<file path="src/rtl/if_mem_port.sv">
// Instruction-fetch channel: fetches four bytes from the shared 8-bit RAM and returns a
// little-endian 32-bit instruction with a one-cycle ok pulse. Supports abort and bus-loss stalls.
module if_mem_port #(
  parameter int ADDR_W = 32,
  parameter int INST_W = 32
) (
  input  logic              clk,
  input  logic              rst,
  input  logic              rdy,
  input  logic              ena_from_if,
  input  logic [ADDR_W-1:0] pc_from_if,
  input  logic              drop_flag_from_if,
  output logic              ok_flag_to_if,
  output logic [INST_W-1:0] inst_to_if,
  output logic              bus_req,
  input  logic              bus_grant,
  output logic [ADDR_W-1:0] mem_a,
  output logic              mem_wr,
  input  logic [7:0]        mem_din
);

  typedef enum logic {IDLE, BUSY} state_t;

  state_t            state;
  logic [ADDR_W-1:0] base;
  logic [2:0]        issue_idx;
  logic [2:0]        recv_idx;
  logic              in_flight;
  logic [7:0]        byte0, byte1, byte2;
  logic              go;

  assign go     = rdy & bus_grant;
  assign mem_wr = 1'b0;

  always_ff @(posedge clk or posedge rst) begin
    if (rst) begin
      state         <= IDLE;
      ok_flag_to_if <= 1'b0;
      inst_to_if    <= '0;
      mem_a         <= '0;
      bus_req       <= 1'b0;
      base          <= '0;
      issue_idx     <= '0;
      recv_idx      <= '0;
      in_flight     <= 1'b0;
      byte0         <= '0;
      byte1         <= '0;
      byte2         <= '0;
    end else begin
      ok_flag_to_if <= 1'b0;
      if (drop_flag_from_if) begin
        state     <= IDLE;
        bus_req   <= 1'b0;
        in_flight <= 1'b0;
        issue_idx <= '0;
        recv_idx  <= '0;
      end else begin
        case (state)
          IDLE: begin
            if (ena_from_if && rdy) begin
              base      <= pc_from_if;
              issue_idx <= '0;
              recv_idx  <= '0;
              in_flight <= 1'b0;
              bus_req   <= 1'b1;
              state     <= BUSY;
            end
          end
          BUSY: begin
            if (go) begin
              if (in_flight) begin
                case (recv_idx[1:0])
                  2'd0:    byte0 <= mem_din;
                  2'd1:    byte1 <= mem_din;
                  2'd2:    byte2 <= mem_din;
                  default: ;
                endcase
                recv_idx <= recv_idx + 3'd1;
              end
              if (in_flight && recv_idx == 3'd3) begin
                inst_to_if    <= {mem_din, byte2, byte1, byte0};
                ok_flag_to_if <= 1'b1;
                in_flight     <= 1'b0;
                bus_req       <= 1'b0;
                state         <= IDLE;
              end else if (issue_idx < 3'd4) begin
                mem_a     <= base + ADDR_W'(issue_idx);
                issue_idx <= issue_idx + 3'd1;
                in_flight <= 1'b1;
              end else begin
                in_flight <= 1'b0;
              end
            end else begin
              // Data arriving during a stall is unreliable; rewind to the oldest missing byte.
              in_flight <= 1'b0;
              issue_idx <= recv_idx;
            end
          end
          default: state <= IDLE;
        endcase
      end
    end
  end

endmodule

</file>
<file path="config.mk">
export PLATFORM = sky130hd
export DESIGN_NAME = if_mem_port
export DESIGN_NICKNAME = d
export VERILOG_FILES = /design/src/rtl/if_mem_port.sv
export SDC_FILE = /design/constraint.sdc
export NUM_CORES = 1
export LEC_CHECK = 0
export CAP_MARGIN = 20
export CELL_PAD_IN_SITES_DETAIL_PLACEMENT = 1
export CELL_PAD_IN_SITES_GLOBAL_PLACEMENT = 1
export CORE_MARGIN = 4
export CORE_UTILIZATION = 41
export CTS_CLUSTER_SIZE = 10
export DETAILED_ROUTE_END_ITERATION = 7
export GPL_ROUTABILITY_DRIVEN = 0
export PLACE_DENSITY = 0.8
export SYNTH_ARGS = -nofsm -noshare
export SYNTH_HDL_FRONTEND = slang
export SYNTH_SLANG_ARGS = --single-unit
</file>
<file path="constraint.sdc">
create_clock -name clk -period 4.7 [get_ports clk]
set_clock_uncertainty 0.2 [all_clocks]
set_input_delay 0.705 -clock clk [delete_from_list [all_inputs] [get_ports clk]]
set_output_delay 0.705 -clock clk [all_outputs]
set_load 0.05 [all_outputs]
</file>
==> flow_summary.rst, run 1 <==
.. list-table::
   :header-rows: 1

   * - Metric
     - Value
   * - Synth Area in Compound Gates
     - 5.12%
   * - Antenna diode instance count
     - 0
   * - PwrDens
     - 464 nW/um^2
   * - Worst min-delay path category
     - flip-flop to flip-flop
   * - Top post-synthesis cells by area
     - dfrtp_1 57%, mux2_2 17%, nand2_1 3.5%
   * - Peak Freq
     - 363 MHz
   * - Number of nets in the layout
     - 629
   * - Final cell count without fillers
     - 761
   * - Number of hold violations in the final report
     - 0
   * - Unrepaired setup endpoints after global routing
     - no
   * - Clock network power share
     - 38.1%
   * - Total Wirelength
     - 14.6 mm
   * - Final min period
     - 2.75 ns
   * - Fraction of the mapped netlist area in simple logic gates
     - 11.3%
   * - Flop pwr share
     - 40.1%
   * - Mean Syn Cell Area
     - 12.5 um^2
   * - Share of cells above drive strength 1
     - 22.9%
   * - Clock-pin transition on the worst setup and hold timing paths
     - 0.05 ns
   * - Cell taking the most area after synthesis
     - dfrtp_1
   * - Nets in the synthesized netlist
     - 513
   * - First-pass GRT wire length
     - 24.6 mm
   * - Row cnt
     - 42
   * - Adder-cell area share of the yosys netlist
     - 2.33%
   * - Maximum number of pins on one net before global-route repair
     - 70
   * - Die outline area
     - 15800 um^2
   * - Xor-xnor portion of the synthesized cell area
     - 4.15%
   * - Share of the yosys chip area belonging to registers
     - 57.2%
   * - Total number of yosys warnings
     - 0
   * - Synth top area share
     - 57.2%
   * - Post-detail-place hpwl
     - 9.94 mm
   * - CTS sink cnt
     - 130
   * - Worst skew pair latency
     - 0.41 ns
   * - Cell family with most CP delay
     - simple AND/OR/NAND/NOR gates
   * - Count of H-tree levels built during CTS
     - 4
   * - Starting utilization of the core area
     - 42.5%
   * - Classification of the worst setup path
     - primary input to flip-flop
   * - Lkg Pwr
     - 3.40 nW
   * - Max VDD drop
     - 0.000295 V
   * - Core box area
     - 13400 um^2
   * - GRT overflow
     - 0
   * - Total negative slack for setup checks
     - 0 ns
   * - Detailed router's first-iteration violation count
     - 192
   * - Fraction of registers with async set or reset after synthesis
     - 100%
   * - Transition time at the pin with the least slew margin
     - 0.852 ns
   * - Combinational family with the most area after synthesis
     - multiplexers
   * - Data required time at the worst endpoint
     - 4.79 ns
   * - Multiplexer share of the synthesized area
     - 17.8%
   * - Vias after detailed routing
     - 3950
   * - Count of state elements after synthesis
     - 130
   * - Avg WL per Cell
     - 19.1 um
   * - Cells traversed along the worst timing path
     - clkdlybuf4s50_1, nor2b_1, and3_1, nand2_2, mux2_1
   * - Maxcap violations
     - 0
   * - Synthesized netlist cell count
     - 457
   * - Status
     - completed
   * - Number of setup buffers added after CTS
     - 0
   * - CP endpoint kind
     - flip-flop
   * - Overall die width
     - 126 um
   * - Vertical die dimension
     - 126 um
   * - Number of nets with antenna violations after detailed routing
     - 0
   * - Internal power contribution
     - 0.00240 W
   * - Comb power frac
     - 21.8%
   * - Highest net fanout along the worst path
     - 33
   * - Post-CTS resize count
     - 0
   * - Antenna violations before repair
     - 0
   * - EDFF count, synth
     - 0
   * - TritonCTS clock tree
     - built
   * - Most instantiated cells after synthesis
     - 130 x dfrtp_1, 87 x mux2_2, 53 x nand2_1
   * - Port Buffer Count
     - 111
   * - Boundary Pins
     - 113
   * - Pre-antenna DRT Iters
     - 6
   * - Clk root buf
     - clkbuf_16
   * - Startpoint types
     - primary input
   * - Quantity of hold-fixing buffers added after cts
     - 0
   * - Final worst-path cycle share
     - 58.6%
   * - Number of filler cells placed in the layout
     - 1381
   * - Final-report setup violation count
     - 0
   * - Number of placed instances with taps included
     - 730
   * - Main flop type after synthesis
     - dfrtp_1
   * - Most repeated cell in the gate-level netlist after synthesis
     - dfrtp_1
   * - Buffer and inverter count on the worst path
     - 1
   * - Master of the slowest instance on the critical path
     - clkdlybuf4s50_1
   * - CP Data Arrival Time
     - 2.84 ns
   * - Worst relative slew slack
     - 43.2%
   * - Switching power
     - 0.00111 W
   * - Distinct cell type count after synthesis
     - 46
   * - DRC violations left
     - 0
   * - Area growth, synth to finish
     - 33.0%
   * - Number of global-route vias before repair
     - 4621
   * - Largest buffer count on any clock path
     - 2
   * - Max Transition Viols Final
     - 0
   * - Average vias per placed instance
     - 5.19
   * - Switching fraction of total power
     - 31.6%
   * - Peak per-stage delay on the critical path
     - 0.56 ns
   * - Global router's overall resource usage
     - 19.5%
   * - Combined area of all synthesized cells
     - 5690 um^2
   * - Number of buffers created by CTS
     - 17
==> metal layers <==
metal,vias up,GRT usage (%),share of wire [%]
met5,-,0,0
met1,1980,23.6,42
li1,1849,-,-
met2,105,34.1,52
met4,0,5.74,1.3
met3,16,5.55,4.8
==> through the flow <==
step	hold WS (ns)	instance area [um^2]	setup slack, ns	utilization [%]	power, W
global route	0.319	7570	1.82	56.5	0.00367
CTS	0.294	7570	1.95	56.5	0.00355
global placement	0.266	6970	1.64	52.0	0.00216
floorplan	0.252	5690	0.326	-	0.00188
finish	0.289	7570	1.95	56.5	0.00351
detailed placement	0.274	6970	1.54	52.0	0.00219
==> power by group through the flow <==
| stage | combinational [W] | sequential, W | clock, W |
|---|---|---|---|
| floorplan | 0.000211 | 0.00167 | 0 |
| global placement | 0.000749 | 0.00141 | 0 |
| detailed placement | 0.000768 | 0.00142 | 0 |
| CTS | 0.000774 | 0.00141 | 0.00136 |
| global route | 0.000816 | 0.00143 | 0.00142 |
| finish | 0.000764 | 0.00141 | 0.00134 |
==> layout make-up <==
type                    count  area (um^2)  area share (%)
repair buffers            115         1140            15.1
well taps                 176          220            2.91
multi-input cells         303         2330            30.8
inverters                   6         25.0           0.331
clock inverters            13          161            2.13
clock buffers              18          439            5.80
flip-flops and latches    130         3250            43.0
==> sequential cells by signal, indices dropped and copies added (netlist names), 3 cells and up <==
signal,flops
byte2,8
base,32
recv_idx,3
mem_a,32
inst_to_if,32
issue_idx,3
byte1,8
byte0,8
==> path summary, 6_finish.rpt <==
kind	startpoint	endpoint	slack [ns]	cells past startpoint
worst max register to register	recv_idx[0]	mem_a[25]	2.09	7
min in group asynchronous	rst	inst_to_if[30]	0.64	2
max in group asynchronous	rst	base[9]	2.72	3
worst min register to register	mem_a[30]	mem_a[30]	0.29	2
worst max-delay path	drop_flag_from_if	inst_to_if[11]	1.95	5
worst min-delay path	mem_a[30]	mem_a[30]	0.29	2
==> worst reg2reg max path: stages, from the launching register on <==
cell	delay [ns]
dfrtp_1	0.44
ha_1	0.23
ha_1	0.22
and2_1	0.22
nor2_1	0.16
nand2_2	0.33
or4_1	0.63
nand3_1	0.10
==> cell usage in the layout, fill, tap and decap left out, types with 3 or more instances in the layout <==
master	netlist	layout
a21oi_1	8	8
and2_1	3	3
and3_1	6	6
buf_4	2	4
bufinv_16	0	3
clkbuf_16	0	17
clkdlybuf4s50_1	0	111
clkinv_2	0	3
clkinvlp_4	0	4
dfrtp_1	130	130
ha_1	9	9
inv_1	6	5
mux2_2	87	87
nand2_1	53	52
nand3_1	14	14
nand4_1	11	11
nor2_1	11	11
nor3_1	7	6
o21ai_0	29	29
o2bb2ai_1	3	3
xnor2_1	13	13
xor2_1	14	14
==> cells by family (layout without fill, tap and decap cells) <==
kind of cell	count (synthesis)	in the layout
AOI/OAI and AO/OA	51	51
xor gates and xnor gates	27	27
adders and majority gates	10	10
buffers and inverters	24	152
DFF	130	130
and+or+nand+nor	124	124
muxes	90	90
other	1	1
No activity file was read; power rests on OpenSTA's default activity.
==> run 2, diff against run 1 <==
--- a/config.mk
+++ b/config.mk
@@ -9,11 +9,11 @@
 export CELL_PAD_IN_SITES_DETAIL_PLACEMENT = 1
 export CELL_PAD_IN_SITES_GLOBAL_PLACEMENT = 1
 export CORE_MARGIN = 4
-export CORE_UTILIZATION = 41
+export CORE_UTILIZATION = 37
 export CTS_CLUSTER_SIZE = 10
 export DETAILED_ROUTE_END_ITERATION = 7
 export GPL_ROUTABILITY_DRIVEN = 0
-export PLACE_DENSITY = 0.8
+export PLACE_DENSITY = 0.77
 export SYNTH_ARGS = -nofsm -noshare
 export SYNTH_HDL_FRONTEND = slang
 export SYNTH_SLANG_ARGS = --single-unit
==> constraint.sdc (replaced) <==
create_clock -name clk -period 2.3 [get_ports clk]
set_clock_uncertainty 0.2 [all_clocks]
set_input_delay 0.345 -clock clk [delete_from_list [all_inputs] [get_ports clk]]
set_output_delay 0.345 -clock clk [all_outputs]
set_load 0.05 [all_outputs]
==> run 2 against run 1 <==
Effect of this change:
- combinational power rose by 110%
- non-clock buffer count rose by 21
- global-route usage fell by 2.0 points
- count of clock-buffer cells in the layout rose by 7
- critical path depth fell by 4
- via count rose by 3.2%
- die area rose by 10%
- sequential share of layout area fell by 1.3 points
- sequential power rose by 100%
- utilization fell by 5.0 points
- first-iteration DRC count fell by 31%
- critical path type is now flip-flop to output pin
- critical endpoint is now bus_req
- largest power group unchanged
==> flow_summary.rst, run 2 (same netlist as run 1, synthesis figures left out) <==
.. list-table::
   :header-rows: 1

   * - Metric
     - Value
   * - Detailed router's first-iteration violation count
     - 132 (was 192)
   * - Die outline area
     - 17400 um^2 (was 15800 um^2)
   * - Row cnt
     - 45 (was 42)
   * - Lkg Pwr
     - 3.53 nW (was 3.40 nW)
   * - Number of buffers created by CTS
     - 17 (unchanged)
   * - Worst min-delay path category
     - primary input to async pin (was flip-flop to flip-flop)
   * - Total met2 wirelength after detailed routing
     - 7.24 mm (was 7.56 mm)
   * - Port Buffer Count
     - 111 (unchanged)
   * - Final-report setup violation count
     - 0 (unchanged)
   * - Buffer and inverter count on the worst path
     - 1 (unchanged)
   * - Total Wirelength
     - 14.6 mm (about the same)
   * - Highest net fanout along the worst path
     - 3 (was 33)
   * - Largest buffer count on any clock path
     - 2 (unchanged)
   * - Leading cell type in the layout, fill and taps excluded
     - dfrtp_1 (unchanged)
   * - GRT overflow
     - 0 (unchanged)
   * - Master of the slowest instance on the critical path
     - clkdlybuf4s50_1 (unchanged)
   * - Largest registers ranked by flip-flop count
     - base (32), inst_to_if (32), mem_a (32) (unchanged)
   * - Number of cells traversed by the worst register-to-register path
     - 8 (was 7)
   * - Overall die width
     - 132 um (was 126 um)
   * - Average vias per placed instance
     - 5.14 (was 5.19)
   * - Count of H-tree levels built during CTS
     - 4 (unchanged)
   * - Avg WL per Cell
     - 18.4 um (was 19.1 um)
   * - Antenna violations before repair
     - 0 (unchanged)
   * - DRC violations left
     - 0 (unchanged)
   * - Final min period
     - 2.23 ns
   * - Status
     - completed (unchanged)
   * - Transition time at the pin with the least slew margin
     - 0.585 ns (was 0.852 ns)
   * - Classification of the worst setup path
     - flip-flop to output pin (was primary input to flip-flop)
   * - Cell family with most CP delay
     - buffers and inverters (was simple AND/OR/NAND/NOR gates)
   * - Quantity of hold-fixing buffers added after cts
     - 0 (unchanged)
   * - Boundary Pins
     - 113 (unchanged)
   * - Maximum number of pins on one net before global-route repair
     - 76 (was 70)
   * - Number of nets with antenna violations after detailed routing
     - 0 (unchanged)
   * - CTS sink cnt
     - 130 (unchanged)
   * - Cells traversed along the worst timing path
     - clkdlybuf4s50_1 (was clkdlybuf4s50_1, nor2b_1, and3_1, nand2_2, mux2_1)
   * - CP endpoint kind
     - output pin (was flip-flop)
   * - Peak per-stage delay on the critical path
     - 0.85 ns (was 0.56 ns)
   * - Max VDD drop
     - 0.000627 V (was 0.000295 V)
   * - CP Data Arrival Time
     - 1.68 ns (was 2.84 ns)
   * - Worst skew pair latency
     - 0.42 ns (was 0.41 ns)
   * - Core box area
     - 15100 um^2 (was 13400 um^2)
   * - Maxcap violations
     - 0 (unchanged)
   * - Unrepaired setup endpoints after global routing
     - yes (was no)
   * - Max Transition Viols Final
     - 0 (unchanged)
   * - Final worst-path cycle share
     - 96.8%
   * - Worst hold-check slack
     - 0.193 ns (was 0.289 ns)
   * - Reg-to-reg setup timing slack
     - 0.10 ns (was 2.09 ns)
   * - Number of global-route vias before repair
     - 4497 (was 4621)
   * - PwrDens
     - 903 nW/um^2 (was 464 nW/um^2)
   * - Setup slack of the critical path after layout
     - 0.0745 ns (was 1.95 ns)
   * - Peak Freq
     - 449 MHz
   * - Data required time at the worst endpoint
     - 1.75 ns (was 4.79 ns)
   * - Global router's overall resource usage
     - 17.5% (was 19.5%)
   * - Detailed-routing wirelength on met1
     - 6.31 mm (was 6.12 mm)
   * - Pre-antenna DRT Iters
     - 4 (was 6)
   * - Clock-pin transition on the worst setup and hold timing paths
     - 0.06 ns (was 0.05 ns)
   * - Vertical die dimension
     - 132 um (was 126 um)
   * - Starting utilization of the core area
     - 37.6% (was 42.5%)
   * - Share of cells above drive strength 1
     - 25.6% (was 22.9%)
   * - Antenna diode instance count
     - 0 (unchanged)
   * - Vias after detailed routing
     - 4078 (was 3950)
   * - Fin util
     - 51.5% (was 56.5%)
   * - Critical path depth in cells
     - 1 (was 5)
   * - Startpoint types
     - flip-flop (was primary input)
   * - TritonCTS clock tree
     - built (unchanged)
   * - First-pass GRT wire length
     - 24.2 mm (was 24.6 mm)
   * - Max layer used
     - met4 (unchanged)
   * - Post-detail-place hpwl
     - 10.5 mm (was 9.94 mm)
   * - Commonest cells after routing, fill and taps aside
     - 130 x dfrtp_1, 111 x clkdlybuf4s50_1, 87 x mux2_2 (unchanged)
   * - Clk root buf
     - clkbuf_16 (unchanged)
   * - Worst relative slew slack
     - 60.9% (was 43.2%)
   * - Area growth, synth to finish
     - 37.1% (was 33.0%)
   * - Number of hold violations in the final report
     - 0 (unchanged)
   * - Number of nets in the layout
     - 650 (was 629)
   * - Routed wire length on met3
     - 741 um (was 697 um)
   * - Worst slack at placement
     - -0.0686 ns (was 1.54 ns)
run 2: cell types whose count changed in the layout (fill, tap and decap cells not counted), moves of 2 or more:
cell,change
buf_4,+16
buf_12,+5
clkinvlp_4,-3
nor4_1,-2
clkbuf_1,+6
clkinv_4,-2
run 2: final timing paths:
check | from | end
setup / recovery | bus_req | bus_req
hold / removal | rst | inst_to_if[26]
setup reg to reg | base[0] | mem_a[28]
hold reg to reg | mem_a[31] | mem_a[31]
max in group asynchronous | rst | base[19]
min in group clk | mem_a[31] | mem_a[31]
run 2: metal layers:
metal,vias to the layer above,global-route usage (%)
li1,1884,-
met1,2052,21.6
met2,111,28.8
met3,31,4.81
met4,0,7.88
met5,-,0
run 2: worst min-delay path, stage by stage:
cell             delay (ns)
clkdlybuf4s50_1        0.44
clkinvlp_4             0.15
buf_12                 0.24
run 2: through the flow:
step	power (W)	TNS (ns)	cell area, um^2	instances
2_1_floorplan	0.00385	0	5700	457
3_3_place_gp	0.00445	0	7190	761
3_5_place_dp	0.00451	-0.235	7190	761
4_1_cts	0.00713	-0.0300	7750	792
5_1_grt	0.00735	-0.0258	7800	794
6_report	0.00704	0	7800	794
run 2: power by group:
part           internal (W)  switching, W
sequential          0.00259      0.000296
clock               0.00164      0.000932
combinational      0.000612      0.000977
total               0.00484       0.00221
run 2: final cells by class:
cell class	instances	area (um^2)
Timing Repair Buffer	136	1360
Fill cell	1559	7340
Sequential cell	130	3250
Clock inverter	6	80.1
Multi-Input combinational cell	303	2370
Tap cell	188	235
Clock buffer	25	475
Inverter	6	26.3
run 2: what timing repair did:
item / CTS / global route
buffers inserted: 0 / 2
resized for setup: 2 / 7
setup endpoints to repair: 3 / 18
pin swaps: 0 / 2
